`src/rtl/normalizer16.sv`:
```
// normalizer16 - multi-cycle left normalizer for 16-bit values.
//
// The operand is shifted left until its MSB is significant. Count reports the
// shift distance, so a later right shift by Count restores the operand.
// Coarse steps shift by 4 and fine steps by 1.
//
// Parameters:
//   COARSE_EN  1 = 4-bit coarse steps before 1-bit fine steps; 0 = fine only
//
// Optional feature macro: NORMALIZER16_SIGNED_EN
//   defined   : Signed=1 selects a signed normalize (stops at the first bit
//               that differs from the sign bit)
//   undefined : Signed is ignored and every operation is unsigned
//
// Ports:
//   clk     system clock, rising edge
//   rst     synchronous active-high reset
//   Start   request, accepted only while Busy=0
//   In      operand, captured with Start
//   Signed  signed-normalize select, captured with Start
//   Busy    operation in flight (from the cycle after acceptance through Done)
//   Done    one-cycle result pulse
//   Out     normalized value, held until the next result
//   Count   shift distance 0..16
//   Zero    operand had no significant bit
module normalizer16 #(
  parameter bit COARSE_EN = 1'b1
) (
  input  logic        clk,
  input  logic        rst,
  input  logic        Start,
  input  logic [15:0] In,
  input  logic        Signed,
  output logic        Busy,
  output logic        Done,
  output logic [15:0] Out,
  output logic [4:0]  Count,
  output logic        Zero
);

  typedef enum logic [1:0] {IDLE, COARSE, FINE, DONE} state_t;

  state_t      state, nxt;
  logic [15:0] sh;
  logic [4:0]  cnt;
  logic        deg;
  logic        shift4;
  logic        shift1;

`ifdef NORMALIZER16_SIGNED_EN
  logic mode;

  always_ff @(posedge clk) begin
    if (rst)                        mode <= 1'b0;
    else if (state == IDLE && Start) mode <= Signed;
  end

  // Signed: all-zeros and all-ones carry no significant bit.
  assign deg    = Signed ? (In == 16'h0000 || In == 16'hFFFF) : (In == 16'h0000);
  assign shift4 = mode ? (sh[15:11] == 5'h00 || sh[15:11] == 5'h1F)
                       : (sh[15:12] == 4'h0);
  assign shift1 = mode ? (sh[15] == sh[14]) : ~sh[15];
`else
  logic signed_unused;
  assign signed_unused = Signed;

  assign deg    = (In == 16'h0000);
  assign shift4 = (sh[15:12] == 4'h0);
  assign shift1 = ~sh[15];
`endif

  // State register
  always_ff @(posedge clk) begin
    if (rst) state <= IDLE;
    else     state <= nxt;
  end

  // Next state. With COARSE_EN=0 the COARSE state is still visited for one
  // cycle without shifting, so latency stays c+f+3 in both configurations.
  always_comb begin
    nxt = state;
    unique case (state)
      IDLE:    if (Start) nxt = deg ? DONE : COARSE;
      COARSE:  nxt = (COARSE_EN && shift4) ? COARSE : FINE;
      FINE:    nxt = shift1 ? FINE : DONE;
      DONE:    nxt = IDLE;
      default: nxt = IDLE;
    endcase
  end

  // Outputs
  always_comb begin
    Busy = (state != IDLE);
    Done = (state == DONE);
  end

  // Datapath
  always_ff @(posedge clk) begin
    if (rst) begin
      sh    <= 16'h0000;
      cnt   <= 5'd0;
      Out   <= 16'h0000;
      Count <= 5'd0;
      Zero  <= 1'b0;
    end else begin
      unique case (state)
        IDLE: if (Start) begin
          sh   <= In;
          cnt  <= 5'd0;
          Zero <= deg;
          if (deg) begin
            // Result is ready next cycle; unsigned zero shifts out all 16 bits,
            // a signed all-sign operand keeps one sign bit.
            Out   <= In;
`ifdef NORMALIZER16_SIGNED_EN
            Count <= Signed ? 5'd15 : 5'd16;
`else
            Count <= 5'd16;
`endif
          end
        end
        COARSE: if (COARSE_EN && shift4) begin
          sh  <= {sh[11:0], 4'h0};
          cnt <= cnt + 5'd4;
        end
        FINE: begin
          if (shift1) begin
            sh  <= {sh[14:0], 1'b0};
            cnt <= cnt + 5'd1;
          end else begin
            Out   <= sh;
            Count <= cnt;
          end
        end
        default: ;
      endcase
    end
  end

endmodule

```
`config.mk`:
```
export PLATFORM = sky130hd
export DESIGN_NAME = normalizer16
export DESIGN_NICKNAME = d
export VERILOG_FILES = /design/src/rtl/normalizer16.sv
export SDC_FILE = /design/constraint.sdc
export NUM_CORES = 1
export LEC_CHECK = 0
export ABC_AREA = 1
export CAP_MARGIN = 20
export CORE_MARGIN = 2
export CORE_UTILIZATION = 45
export DETAILED_ROUTE_END_ITERATION = 8
export HOLD_SLACK_MARGIN = 0.12
export PLACE_DENSITY = 0.7
export SYNTH_ARGS = -nofsm -noshare
export SYNTH_HDL_FRONTEND = slang
export SYNTH_SLANG_ARGS = --single-unit
```
`constraint.sdc`:
```
create_clock -name clk -period 4.3 [get_ports clk]
set_input_delay 0.86 -clock clk [delete_from_list [all_inputs] [get_ports clk]]
set_output_delay 0.86 -clock clk [all_outputs]
set_load 0.005 [all_outputs]
```
==> results.txt <==
Synth-to-Final Area Change: 19.4%
maximum clock frequency: 345 MHz
TritonCTS sink count: 45
Rel. slew slack: 34.2%
Max VDD drop: 0.243 mV
vias: 2496
CP Class: flop to flop
clock buffer count from CTS: 5
Synth Cell Area: 0.00252 mm2
final hold vios: 0
outcome: finished clean
Core Rows: 27
detailed-route wire length: 6180 um
placed cells: 471
Bufs and invs on worst path: 2
worst-skew pair later-pin latency: 0.30 ns
Iter 0 DRT Violations: 155
Seq/Total Area, Yosys: 35.7%
post-DP HPWL: 4100 um
cells along the critical path: inv_1, ha_1, inv_2, nand2_1, a21oi_4, nand2_2, nand2_1, nand2_1, nor2_1
most frequent cells in the layout: nand2_1 (103), nor2_1 (50), dfxtp_1 (45), clkdlybuf4s50_1 (42), a21oi_1 (37)
grt ovf: 0
gpl congestion: 0.906
sequential cell area: 901 um2
Worst path depth: 9
Post-synth EDFFs: 0
worst-case reg-to-reg path depth: 9
Top delay family on crit path: compound AO/OA/AOI/OAI gates
vias in the first global route: 2179
fin crit period: 2.90 ns
die height: 78.9 um
Pre-Repair DR Iteration Count: 4
Worst Hold Depth: 2
CP dominant cell by count: nand2_1
non-filler instance count after layout: 478
#FFs+latches synth: 45
via/cell ratio: 5.22
setup total negative slack: 0 ns
dominant cell type by area after synthesis: dfxtp_1
Main synth FF type: dfxtp_1
final-layout fill cell count: 562
die area: 0.00622 mm2
Initial Utilization: 46.1%
Final period util: 67.5%
Port Buffers: 42
area of the multi-input gates: 0.00139 mm2
Synth Net Count: 406
Cells after Synth: 379
H-tree depth: 2
antenna violations before repair: 0
Slowest cell on crit path: a21oi_4
Routed Antenna Nets: 0
Pins Over Slew Limit: 0
Worst setup SP type: flop
Die W: 78.9 um
crit-path max FO: 35
post-synth top area share: 35.7%
WP data required: 4.54 ns
Tot GR Track Use: 20.4%
Post-CTS Setup Repair Bufs: 0
Netlist cell types: 27
Tightest Pin Transition: 0.986 ns
Pwr Density: 555 mW/mm2
Resized Gates After CTS: 0
drc violations: 0
endpoints failing setup: 0
fin nets: 433
commonest non-fill, non-tap cell in the layout: nand2_1
# diodes: 0
Max-Cap Viols: 0
CTS max path bufs: 2
share of post-route cells with drive strength above 1: 4.43%
IO Count: 44
LEAKAGE: 1.25 nW
RSZ-0062 raised after global routing: no
Avg Cell Area, Syn: 6.66 um2
Worst EP arrival: 3.14 ns
core area: 0.00547 mm2
global-route wire length before repair: 10100 um
wire per inst: 12.9 um
class of the worst hold path: flop to flop
CTS clock-pin slew for the worst setup and hold paths: 0.09 ns
Post-CTS Hold Buffers: 0
Clock Skew: 0.00607 ns
clock root buffer master: clkbuf_8
Yosys Warn Count: 0
largest net degree at the start of global routing: 36
Area contributors post-synth: dfxtp_1 (36%), nand2_1 (15%), nor2_1 (7.4%)
Worst path max stage delay: 0.72 ns
share of flip-flops with an asynchronous set or reset: 0%
Worst Setup End Kind: flop
CTS tree: built
-- sequential cells by signal, indices dropped and copies added, names as in the netlist --
name and cells:
Out 16, sh 16, Count 5, cnt 5, state 2, Zero 1
-- per-stage QoR --
| stage | utilization (%) | cell area [um2] | power [mW] | setup WS, ns | hold WS (ns) |
|---|---|---|---|---|---|
| 6_report | 55.1 | 3010 | 1.67 | 1.40 | 0.484 |
| 5_1_grt | 55.1 | 3010 | 1.80 | 1.04 | 0.502 |
| 4_1_cts | 55.1 | 3010 | 1.67 | 1.41 | 0.484 |
| 3_5_place_dp | 53.2 | 2910 | 1.36 | 1.37 | 0.467 |
| 3_3_place_gp | 53.2 | 2910 | 1.35 | 1.38 | 0.458 |
| 2_1_floorplan | - | 2520 | 1.15 | 2.51 | 0.444 |
-- cell families after synthesis --
| group | after synthesis | synth area share (%) |
|---|---|---|
| simple gates | 194 | 31.7 |
| fa+ha+maj | 7 | 3.47 |
| compound gates | 83 | 20.0 |
| flops | 45 | 35.7 |
| buf+inv | 50 | 9.12 |
-- layer usage --
metal  wire (um)  part of all wire [%]  global-route usage (%)  vias up
met5           0                     0                       0        -
met4         210                   3.4                    10.5        0
met3         355                   5.7                    3.86       16
met2        2560                    41                    29.3       82
met1        3060                    49                    28.9     1103
li1            -                     -                       -     1295
-- synthesized netlist by cell type, types with 2 or more instances --
cell type  count
o21ai_1        4
inv_2          4
buf_4          7
inv_1         24
a21boi_0      15
buf_2          7
o211ai_1       9
clkbuf_1       6
o21ai_0       12
dfxtp_1       45
nor2_1        50
nand4_1        2
nand2_1      103
nand3_1       32
ha_1           7
nand2_2        3
o221ai_1       3
a21oi_1       37
-- report_power, final --
part           internal (mW)  total [mW]  switching [mW]
registers              0.530       0.603          0.0723
clock network          0.169       0.313           0.144
logic                  0.292       0.756           0.464
total                  0.992        1.67           0.680
-- area by class of cell --
class	instances	share of cell area, %
tap	72	2.99
clock buffer	5	2.28
sequential	45	29.9
clock inverter	2	1.16
inverter	28	3.49
timing repair buffer	42	14.0
multi-input combinational	284	46.2
-- final timing paths --
| check | from | slack, ns | end |
|---|---|---|---|
| hold reg to reg | Out[7] | 0.48 | Out[7] |
| setup reg to reg | state[0] | 1.40 | Count[1] |
| setup / recovery | state[0] | 1.40 | Count[1] |
| hold / removal | Out[7] | 0.48 | Out[7] |
-- tightest hold or removal path, cell delays in order (launching register included) --
cell and delay [ns]:
dfxtp_1 0.33, a21oi_1 0.04, nor2_1 0.08
No activity file was read; power rests on OpenSTA's default activity.
